--- config.mk ---
export PLATFORM = sky130hd
export DESIGN_NAME = chicken_track_ctrl_flat
export DESIGN_NICKNAME = d
export VERILOG_FILES = /design/src/rtl/chicken_track_ctrl_if.sv /design/src/rtl/chicken_track_ctrl.sv /design/src/flat_wrapper.sv
export SDC_FILE = /design/constraint.sdc
export NUM_CORES = 1
export LEC_CHECK = 0
export CAP_MARGIN = 5
export CORE_MARGIN = 3
export CORE_UTILIZATION = 35
export CTS_CLUSTER_DIAMETER = 80
export DETAILED_ROUTE_END_ITERATION = 8
export SETUP_SLACK_MARGIN = 0.5
export SLEW_MARGIN = 0
export SYNTH_ARGS = -nofsm -noshare
export SYNTH_HDL_FRONTEND = slang
export SYNTH_SLANG_ARGS = --single-unit
--- constraint.sdc ---
create_clock -name clk -period 6 [get_ports clk]
set_input_delay 1.2 -clock clk [delete_from_list [all_inputs] [get_ports clk]]
set_output_delay 1.2 -clock clk [all_outputs]
set_load 0.01 [all_outputs]
--- src/rtl/chicken_track_ctrl_if.sv ---
// Move/status bundle between the tile-match logic, the track controller and the display path.
// master drives move requests and observes state; slave is the controller side.
interface chicken_track_ctrl_if #(
    parameter int NUM_PLAYERS = 4,
    parameter int PID_W       = 2,
    parameter int POS_W       = 5,
    parameter int STEP_W      = 5,
    parameter int CNT_W       = 3
);
    logic                         start;
    logic                         move_valid;
    logic                         move_hit;
    logic [STEP_W-1:0]            step;
    logic                         move_ready;
    logic                         move_err;
    logic                         capture;
    logic [PID_W-1:0]             cur_player;
    logic [NUM_PLAYERS*POS_W-1:0] pos_flat;
    logic [NUM_PLAYERS*CNT_W-1:0] feathers_flat;
    logic [POS_W-1:0]             afterposition_data;
    logic                         W;
    logic [PID_W-1:0]             winner;

    modport master (
        output start, move_valid, move_hit, step,
        input  move_ready, move_err, capture, cur_player, pos_flat,
               feathers_flat, afterposition_data, W, winner
    );

    modport slave (
        input  start, move_valid, move_hit, step,
        output move_ready, move_err, capture, cur_player, pos_flat,
               feathers_flat, afterposition_data, W, winner
    );
endinterface

--- src/rtl/chicken_track_ctrl.sv ---
// Multi-player chicken track controller: holds positions and feathers, sequences turns,
// applies wrapped moves, resolves captures on landing and declares the winner.
module chicken_track_ctrl #(
    parameter int NUM_PLAYERS = 4,
    parameter int PID_W       = 2,
    parameter int TRACK_LEN   = 24,
    parameter int POS_W       = 5,
    parameter int STEP_W      = 5,
    parameter int CNT_W       = 3
) (
    input  logic                  clk,
    input  logic                  rst,
    chicken_track_ctrl_if.slave   bus
);
    typedef enum logic [1:0] {
        IDLE    = 2'd0,
        PLAY    = 2'd1,
        RESOLVE = 2'd2,
        DONE    = 2'd3
    } state_t;

    state_t             state_q, state_d;
    logic [POS_W-1:0]   pos_q      [NUM_PLAYERS];
    logic [POS_W-1:0]   pos_d      [NUM_PLAYERS];
    logic [CNT_W-1:0]   feathers_q [NUM_PLAYERS];
    logic [CNT_W-1:0]   feathers_d [NUM_PLAYERS];
    logic [PID_W-1:0]   cur_q, cur_d;
    logic [POS_W-1:0]   target_q, target_d;
    logic [POS_W-1:0]   after_q, after_d;
    logic               w_q, w_d;
    logic [PID_W-1:0]   winner_q, winner_d;
    logic               err_q, err_d;
    logic               cap_q, cap_d;

    logic [PID_W-1:0]   next_live;
    logic               found;
    logic [POS_W:0]     sum;
    logic               step_big;
    logic [CNT_W-1:0]   new_cnt;

    // First player after cur_q (cyclically) still holding feathers.
    always_comb begin
        next_live = cur_q;
        found     = 1'b0;
        for (int unsigned k = 1; k < NUM_PLAYERS; k++) begin
            if (!found && feathers_q[PID_W'((32'(cur_q) + k) % NUM_PLAYERS)] != '0) begin
                next_live = PID_W'((32'(cur_q) + k) % NUM_PLAYERS);
                found     = 1'b1;
            end
        end
    end

    assign sum      = {1'b0, pos_q[cur_q]} + (POS_W+1)'(bus.step);
    assign step_big = 32'(bus.step) >= 32'(TRACK_LEN);

    always_comb begin
        state_d    = state_q;
        pos_d      = pos_q;
        feathers_d = feathers_q;
        cur_d      = cur_q;
        target_d   = target_q;
        after_d    = after_q;
        w_d        = w_q;
        winner_d   = winner_q;
        err_d      = 1'b0;
        cap_d      = 1'b0;
        new_cnt    = feathers_q[cur_q];

        case (state_q)
            IDLE, DONE: begin
                if (bus.start) begin
                    for (int unsigned i = 0; i < NUM_PLAYERS; i++) begin
                        pos_d[i]      = POS_W'(i * (TRACK_LEN / NUM_PLAYERS));
                        feathers_d[i] = CNT_W'(1);
                    end
                    cur_d    = '0;
                    w_d      = 1'b0;
                    winner_d = '0;
                    state_d  = PLAY;
                end
            end
            PLAY: begin
                if (bus.move_valid) begin
                    if (!bus.move_hit) begin
                        cur_d = next_live;
                    end else if (step_big) begin
                        err_d = 1'b1;
                    end else begin
                        target_d = (sum >= (POS_W+1)'(TRACK_LEN))
                                 ? POS_W'(sum - (POS_W+1)'(TRACK_LEN))
                                 : POS_W'(sum);
                        state_d  = RESOLVE;
                    end
                end
            end
            RESOLVE: begin
                pos_d[cur_q] = target_q;
                after_d      = target_q;
                // Every other live player on the landing tile loses all feathers to the mover.
                for (int unsigned j = 0; j < NUM_PLAYERS; j++) begin
                    if (PID_W'(j) != cur_q && feathers_q[PID_W'(j)] != '0
                        && pos_q[PID_W'(j)] == target_q) begin
                        new_cnt                = new_cnt + feathers_q[PID_W'(j)];
                        feathers_d[PID_W'(j)]  = '0;
                        cap_d                  = 1'b1;
                    end
                end
                feathers_d[cur_q] = new_cnt;
                if (new_cnt == CNT_W'(NUM_PLAYERS)) begin
                    w_d      = 1'b1;
                    winner_d = cur_q;
                    state_d  = DONE;
                end else begin
                    state_d  = PLAY;
                end
            end
            default: state_d = IDLE;
        endcase
    end

    always_ff @(posedge clk) begin
        if (rst) begin
            state_q  <= IDLE;
            for (int unsigned i = 0; i < NUM_PLAYERS; i++) begin
                pos_q[i]      <= POS_W'(i * (TRACK_LEN / NUM_PLAYERS));
                feathers_q[i] <= CNT_W'(1);
            end
            cur_q    <= '0;
            target_q <= '0;
            after_q  <= '0;
            w_q      <= 1'b0;
            winner_q <= '0;
            err_q    <= 1'b0;
            cap_q    <= 1'b0;
        end else begin
            state_q    <= state_d;
            pos_q      <= pos_d;
            feathers_q <= feathers_d;
            cur_q      <= cur_d;
            target_q   <= target_d;
            after_q    <= after_d;
            w_q        <= w_d;
            winner_q   <= winner_d;
            err_q      <= err_d;
            cap_q      <= cap_d;
        end
    end

    always_comb begin
        bus.pos_flat      = '0;
        bus.feathers_flat = '0;
        for (int unsigned i = 0; i < NUM_PLAYERS; i++) begin
            bus.pos_flat[i*POS_W +: POS_W]      = pos_q[i];
            bus.feathers_flat[i*CNT_W +: CNT_W] = feathers_q[i];
        end
    end

    assign bus.move_ready         = (state_q == PLAY);
    assign bus.move_err           = err_q;
    assign bus.capture            = cap_q;
    assign bus.cur_player         = cur_q;
    assign bus.afterposition_data = after_q;
    assign bus.W                  = w_q;
    assign bus.winner             = winner_q;
endmodule

--- src/flat_wrapper.sv ---
// flat-port wrapper written by rule: the top's interface ports become plain ports
module chicken_track_ctrl_flat 
#(
    parameter int NUM_PLAYERS = 4,
    parameter int PID_W       = 2,
    parameter int TRACK_LEN   = 24,
    parameter int POS_W       = 5,
    parameter int STEP_W      = 5,
    parameter int CNT_W       = 3
)
  (clk, rst, bus_start, bus_move_valid, bus_move_hit, bus_step, bus_move_ready, bus_move_err, bus_capture, bus_cur_player, bus_pos_flat, bus_feathers_flat, bus_afterposition_data, bus_W, bus_winner);
  chicken_track_ctrl_if #(.NUM_PLAYERS(NUM_PLAYERS), .PID_W(PID_W), .POS_W(POS_W), .STEP_W(STEP_W), .CNT_W(CNT_W)) bus_i ();
  input  logic clk;
  input  logic rst;
  input wire logic [$bits(bus_i.start)-1:0] bus_start;
  input wire logic [$bits(bus_i.move_valid)-1:0] bus_move_valid;
  input wire logic [$bits(bus_i.move_hit)-1:0] bus_move_hit;
  input wire logic [$bits(bus_i.step)-1:0] bus_step;
  output wire logic [$bits(bus_i.move_ready)-1:0] bus_move_ready;
  output wire logic [$bits(bus_i.move_err)-1:0] bus_move_err;
  output wire logic [$bits(bus_i.capture)-1:0] bus_capture;
  output wire logic [$bits(bus_i.cur_player)-1:0] bus_cur_player;
  output wire logic [$bits(bus_i.pos_flat)-1:0] bus_pos_flat;
  output wire logic [$bits(bus_i.feathers_flat)-1:0] bus_feathers_flat;
  output wire logic [$bits(bus_i.afterposition_data)-1:0] bus_afterposition_data;
  output wire logic [$bits(bus_i.W)-1:0] bus_W;
  output wire logic [$bits(bus_i.winner)-1:0] bus_winner;
  assign bus_i.start = bus_start;
  assign bus_i.move_valid = bus_move_valid;
  assign bus_i.move_hit = bus_move_hit;
  assign bus_i.step = bus_step;
  assign bus_move_ready = bus_i.move_ready;
  assign bus_move_err = bus_i.move_err;
  assign bus_capture = bus_i.capture;
  assign bus_cur_player = bus_i.cur_player;
  assign bus_pos_flat = bus_i.pos_flat;
  assign bus_feathers_flat = bus_i.feathers_flat;
  assign bus_afterposition_data = bus_i.afterposition_data;
  assign bus_W = bus_i.W;
  assign bus_winner = bus_i.winner;
  chicken_track_ctrl #(.NUM_PLAYERS(NUM_PLAYERS), .PID_W(PID_W), .TRACK_LEN(TRACK_LEN), .POS_W(POS_W), .STEP_W(STEP_W), .CNT_W(CNT_W)) u_core (.clk(clk), .rst(rst), .bus(bus_i));
endmodule
* Yosys cells after proc, flatten, opt, wreduce, memory -nomap -nowiden
Cells that the tools add are included.
** Word-level totals
- Output and inout bits :: 45
- Input bits :: 10
- Flip-flop bits (word level) :: 51
- Word-level logic and storage cells :: 158
** Cells by class
- Muxes and demuxes :: 67
- Order comparisons :: 7
- Bitwise gates (word level) :: 9
- $add $sub $neg :: 9
- Reductions and logical operators :: 32
- Equal/unequal tests :: 18
** Operators with widths (number)
- two-way mux 3 bit :: 25
- one-hot mux 20 bit (2 select lines) :: 1
- binary-select mux 3 bit (select 2 bit) :: 4
- two-way mux 2 bit :: 12
- one-hot mux 12 bit (2 select lines) :: 1
- nonzero test 3 bit :: 7
- bitwise mux 20 bit :: 1
- == test 5 bit :: 4
- two-way mux 20 bit :: 1
- two-way mux 5 bit :: 4
- adder 3 bit :: 4
- bitwise mux 12 bit :: 1
- >= comparator 3 bit (second input constant) :: 4
- two-way mux 12 bit :: 1
- NOT 2 -> 3 bit :: 4
- logical AND 1 bit :: 11
- binary-select mux 5 bit (select 2 bit) :: 1
- demux 5 bit (select 2 bit) :: 1
- != test 2 bit (second input constant) :: 5
- two-way mux 1 bit :: 9
- one-hot mux 2 bit (2 select lines) :: 2
- AND reduction 4 bit :: 2
- adder 5 x 5 -> 6 bit :: 1
- demux 3 bit (select 2 bit) :: 1
- other kinds (24) :: 35

* Logic depth before layout (Yosys ltp)
Gate-level depths: netlist (run 1).
- Depth after elaboration :: 19
- Depth in mapped cells :: 19
- Depth with buffers taken out :: 18

* Least setup slack after synthesis (run 1)
Ideal clock, no wire load.
- Path type :: flip-flop to flip-flop
- Start :: register u_core.cur_q[0] (netlist: u_core.bus.cur_player[0])
- End :: register u_core.winner_q[1] (netlist: u_core.bus.winner[1])
- Setup time :: 117 ps
- Cell stages (with the launch flop) :: 20
- Slack :: 586 ps
- Path buffers :: 1
- Required time :: 5883 ps
- Data arrival time :: 5297 ps
- Period minus slack after synthesis :: 5414 ps
- Cells stage by stage :: dfxtp_1 -> buf_6 -> clkinv_1 -> ha_1 -> nor4_1 -> nand3_1 -> mux2_2 -> ha_1 -> fa_1 -> nor3_1 -> a31oi_1 -> fa_1 -> mux2_4 -> fa_1 -> xor2_1 -> nand2_1 -> xnor3_2 -> nand4b_1 -> a21o_1 -> a32o_1
** On the way
- Longest elaborated chain between the ends :: 19
- Elaborated cells between the ends (all ways) :: 31
- Classes of those cells :: add/sub (4); eq/ne (5); mux (11); bitwise (1); reduce/logical (10)
** RTL lines
- from (decl) :: RTL line chicken_track_ctrl.sv:27 : logic [PID_W-1:0] cur_q, cur_d;
- from (signal assigned) :: RTL line chicken_track_ctrl.sv:139 : cur_q <= cur_d;
- NOT 2 -> 3 bit (implied by the code) :: RTL line chicken_track_ctrl.sv:67 : new_cnt = feathers_q[cur_q];
- binary-select mux 3 bit (select 2 bit) :: RTL line chicken_track_ctrl.sv:67
- two-way mux 3 bit (implied by the code) (2 in a row) :: RTL line chicken_track_ctrl.sv:67
- adder 3 bit :: RTL line chicken_track_ctrl.sv:103 : new_cnt = new_cnt + feathers_q[PID_W'(j)];
- two-way mux 3 bit :: RTL line chicken_track_ctrl.sv:101 : if (PID_W'(j) != cur_q && feathers_q[PID_W'(j)] != '0
- two-way mux 3 bit :: RTL line chicken_track_ctrl.sv:69 : case (state_q)
- adder 3 bit :: RTL line chicken_track_ctrl.sv:103
- two-way mux 3 bit :: RTL line chicken_track_ctrl.sv:101
- [... 2 more ...]
- two-way mux 3 bit :: RTL line chicken_track_ctrl.sv:101
- two-way mux 3 bit :: RTL line chicken_track_ctrl.sv:69
- adder 3 bit :: RTL line chicken_track_ctrl.sv:103
- two-way mux 3 bit (*) :: RTL line chicken_track_ctrl.sv:101
- two-way mux 3 bit (*) :: RTL line chicken_track_ctrl.sv:69
- == test 3 bit (*) :: RTL line chicken_track_ctrl.sv:109 : if (new_cnt == CNT_W'(NUM_PLAYERS)) begin
- != test 2 x 1 -> 1 bit (no source line) (*)
- AND reduction 3 bit (no source line) (*)
- to (signal assigned) :: RTL line chicken_track_ctrl.sv:143 : winner_q <= winner_d;
- to (decl) :: RTL line chicken_track_ctrl.sv:31 : logic [PID_W-1:0] winner_q, winner_d;
Mark *: on every way between the ends. The rest lies on a longest branch, timed or not. The select of a mux whose other input is x is not followed.
A chain may end at the register's enable or synchronous reset.

* Final worst setup path (run 1)
Same ends and word-level chain as after synthesis.

==> key figures, run 1 <==
Job
  – Max Cap Viol: 0

Global routing
  – First-pass GRT wire length: 15.95 mm
  – Overflow after GRT: 0
  – Vias in the first global route: 2955
  – Initial antenna violation count: 0
  – Global Route Usage Sum: 19.52%
  – Largest net degree at the start of global routing: 45

Synthesis
  – Syn Inst Count: 357
  – Post-synth EDFFs: 0
  – Yosys cell types: 58
  – Post-synth top cells: dfxtp_1, nor2_1, a21oi_1, nand2_1, xnor2_1
  – #FFs+latches synth: 51
  – Synth async-reset ratio: 0%
  – Syn Std Cell Area: 3302 µm²
  – Post-synth top area cell: dfxtp_1
  – Post-Syn Nets: 388
  – Top-area cell type share of the netlist area: 30.92%
  – Yosys warns: 0
  – Synth top area cells: dfxtp_1, mux4_2, ha_1
  – Sequential area share after synthesis: 30.92%
  – Syn_area_per_cell: 9.249 µm²
  – Top-count cell post-synth: dfxtp_1
  – Post-synth top flop: dfxtp_1

Floorplan
  – Rows: 34
  – Placeable Area: 8934 µm²
  – Initial core utilization: 36.96%
  – Die Wd: 103.1 µm
  – Total die area: 10640 µm²
  – Num ports: 55
  – Die H: 103.1 µm

Setup path
  – Crit path top cell by count: fa_1
  – Worst stage delay on the critical path: 0.51 ns
  – CP max FO: 5
  – Crit path required time: 6.20 ns
  – CP Capture Type: register
  – Critical path cell sequence: mux4_2 > ha_1 > inv_1 > fa_1 > nand4b_1 > nand2_2 > fa_1 > nor3_2 > a31oi_2 > fa_1 > mux2_4 > fa_1 > xor2_1 > nand2_1 > xnor3_2 > nand4b_1 > a21o_1 > a32o_1
  – Critical-path top delay cell: mux4_2
  – CP Launch Type: register
  – WP data arrival: 5.50 ns
  – Crit path kind: register to register

Timing
  – Setup Viol. Count Final: 0
  – Max Clock Freq: 188.7 MHz
  – Tmin final: 5.300 ns
  – RSZ-0062 raised after global routing: false
  – Slew @ Worst Pin: 0.9279 ns
  – Relative slew slack: 37.72%
  – Clk_skew: 0.008675 ns
  – WHS: 0.5089 ns
  – Setup WS post-layout: 0.7005 ns
  – Final Max Tran Viols: 0
  – Crit share post-route: 88.33%
  – Hold Fails Final Rpt: 0
  – Setup TNS: 0 ns

Power
  – Comb power frac: 51.4%
  – Sw Pwr: 598.9 µW
  – Cell Int Power: 819.2 µW
  – Leakage: 1.535 nW
  – Worst VDD drop: 0.1578 mV
  – Seq pwr share: 30.4%
  – Pwr dens: 343.8 nW/µm²
  – Clock power share: 18.2%
  – Sw frac: 42.23%

Place
  – Gpl congestion: 0.9354
  – PortBufs: 54
  – Setup Slack @ Placement: 0.2371 ns
  – Inst Count DP: 515
  – DP Area: 3955 µm²
  – Dpl hpwl: 7.441 mm

Clock tree
  – Bufs on Longest Clock Path: 2
  – Hold buffers post-CTS: 0
  – Sinks on Clock Net: 51
  – H-Tree Level Count: 2
  – Reg clk slew, reported paths: 0.10 ns
  – Total CTS buffers: 5
  – CTS root buf: clkbuf_8
  – TritonCTS clock tree: done
  – Later-pin clock latency in the skew report: 0.31 ns

Detailed routing
  – Drt wl/cell: 18.68 µm
  – DRT iter0 DRCs: 221
  – Vias/cell: 5.683
  – Routed vias: 2995
  – Pre-antenna DRT Iters: 5
  – Post-Route WL: 9.844 mm
  – DRC viols: 0
  – ANT nets after route: 0

Finish
  – Final std cells w/o fill: 527
  – Fraction of layout cells with a size suffix above 1: 14.32%
  – Design Area, Final: 4125 µm²
  – Ant diodes: 0
  – Nets: 449
  – Area grow syn2layout: 24.93%

Worst hold path
  – HP Class: register to register

Outcome
  – Status: finished clean
-- flip-flops by register name (all words and copies together), names as in the netlist --
signal                         cells
u_core.bus.feathers_flat          12
u_core.bus.move_err                1
u_core.bus.afterposition_data      5
u_core.state_q                     2
u_core.bus.winner                  2
u_core.bus.capture                 1
u_core.bus.cur_player              2
u_core.target_q                    5
u_core.bus.pos_flat               20
u_core.bus.W                       1
-- worst paths after layout --
kind	from	to	slack, ns	depth (start not counted)
setup reg to reg	u_core.bus.cur_player[0]$_SDFFE_PP0P_	u_core.bus.winner[1]$_SDFFE_PP0P_	0.70	18
hold / removal	u_core.bus.W$_SDFFE_PP0P_	u_core.bus.W$_SDFFE_PP0P_	0.51	1
setup / recovery	u_core.bus.cur_player[0]$_SDFFE_PP0P_	u_core.bus.winner[1]$_SDFFE_PP0P_	0.70	18
hold reg to reg	u_core.bus.W$_SDFFE_PP0P_	u_core.bus.W$_SDFFE_PP0P_	0.51	1
-- through the flow --
step,utilization [%],power [mW]
5_1_grt,46.18,1.517
4_1_cts,45.85,1.408
3_3_place_gp,44.27,1.131
6_report,46.18,1.418
2_1_floorplan,-,0.9024
3_5_place_dp,44.27,1.143
-- critical path, delay by kind of cell, from the launching register on --
family | cells | cell delay, ns
flip-flops | 1 | 0.40
multiplexers | 2 | 0.80
adder cells (fa/ha/maj) | 5 | 1.98
buffers and inverters | 1 | 0.07
XOR/XNOR | 2 | 0.42
AO/OA/AOI/OAI | 3 | 0.59
AND/OR/NAND/NOR | 5 | 0.94
-- layout by cell type (no fill, tap or decap), types with 3 or more instances in the layout --
cell | synthesis | layout
a211oi_1 | 3 | 3
a21o_1 | 3 | 3
a21oi_1 | 20 | 20
a22oi_1 | 18 | 18
and3_1 | 4 | 4
buf_4 | 0 | 15
clkbuf_8 | 3 | 6
clkdlybuf4s50_1 | 0 | 54
clkinv_1 | 3 | 3
dfxtp_1 | 51 | 49
fa_1 | 5 | 5
ha_1 | 16 | 16
inv_1 | 14 | 14
mux2_2 | 5 | 5
mux2i_1 | 8 | 8
mux4_2 | 9 | 9
nand2_1 | 19 | 18
nand2b_1 | 5 | 5
nand3_1 | 4 | 4
nor2_1 | 40 | 40
nor3_1 | 13 | 12
nor3_2 | 2 | 3
nor4_1 | 4 | 4
o211ai_1 | 5 | 5
o21a_1 | 4 | 4
o21ai_0 | 13 | 13
o21ai_1 | 5 | 5
or3_1 | 3 | 3
xnor2_1 | 19 | 19
xor2_1 | 10 | 10
-- layer usage --
layer	global-route usage [%]	part of all wire (%)
met4	6.275	2.2
met5	0	0
met3	3.180	5.4
met1	27.04	45
met2	31.08	47
-- cells by family (layout without fill, tap and decap cells) --
logic type               count (synthesis)  count (layout)  share of synthesized area [%]
multiplexers                            24              24                          11.18
flip-flops                              51              51                          30.92
AND/OR/NAND/NOR                        110             110                          17.09
AO/OA/AOI/OAI                           88              88                          17.70
buffers and inverters                   32              94                          5.115
adder cells (fa/ha/maj)                 21              21                          9.094
XOR/XNOR                                31              31                          8.905
-- power groups by stage --
stage | Combinational (mW) | Sequential (mW) | Clock, mW
finish | 0.729 | 0.431 | 0.258
global route | 0.800 | 0.439 | 0.279
CTS | 0.711 | 0.431 | 0.266
detailed placement | 0.704 | 0.440 | 0
global placement | 0.692 | 0.439 | 0
floorplan | 0.466 | 0.437 | 0
-- area by class of cell --
class / instances / area (µm²)
fillers: 884 / 4808
multi-input cells: 274 / 2126
clock inverters: 2 / 38.79
flip-flops and latches: 51 / 1026
inverters: 17 / 63.81
repair buffers: 69 / 653.1
well taps: 108 / 135.1
clock buffers: 6 / 82.58
-- repair_timing --
item                       in CTS  in global routing
pin swaps                       0                  1
setup endpoints to repair       4                  4
setup buffers                   2                  2
resized for setup               3                  3
Power figures use the tool's default switching activity.
==> inputs of run 2 (changes only) <==
--- a/config.mk
+++ b/config.mk
@@ -5,6 +5,7 @@
 export SDC_FILE = /design/constraint.sdc
 export NUM_CORES = 1
 export LEC_CHECK = 0
+export ABC_AREA = 0
 export CAP_MARGIN = 5
 export CORE_MARGIN = 3
 export CORE_UTILIZATION = 35
==> results of run 2 <==
No change in the layout: final DEF, timing and power equal those of run 1.
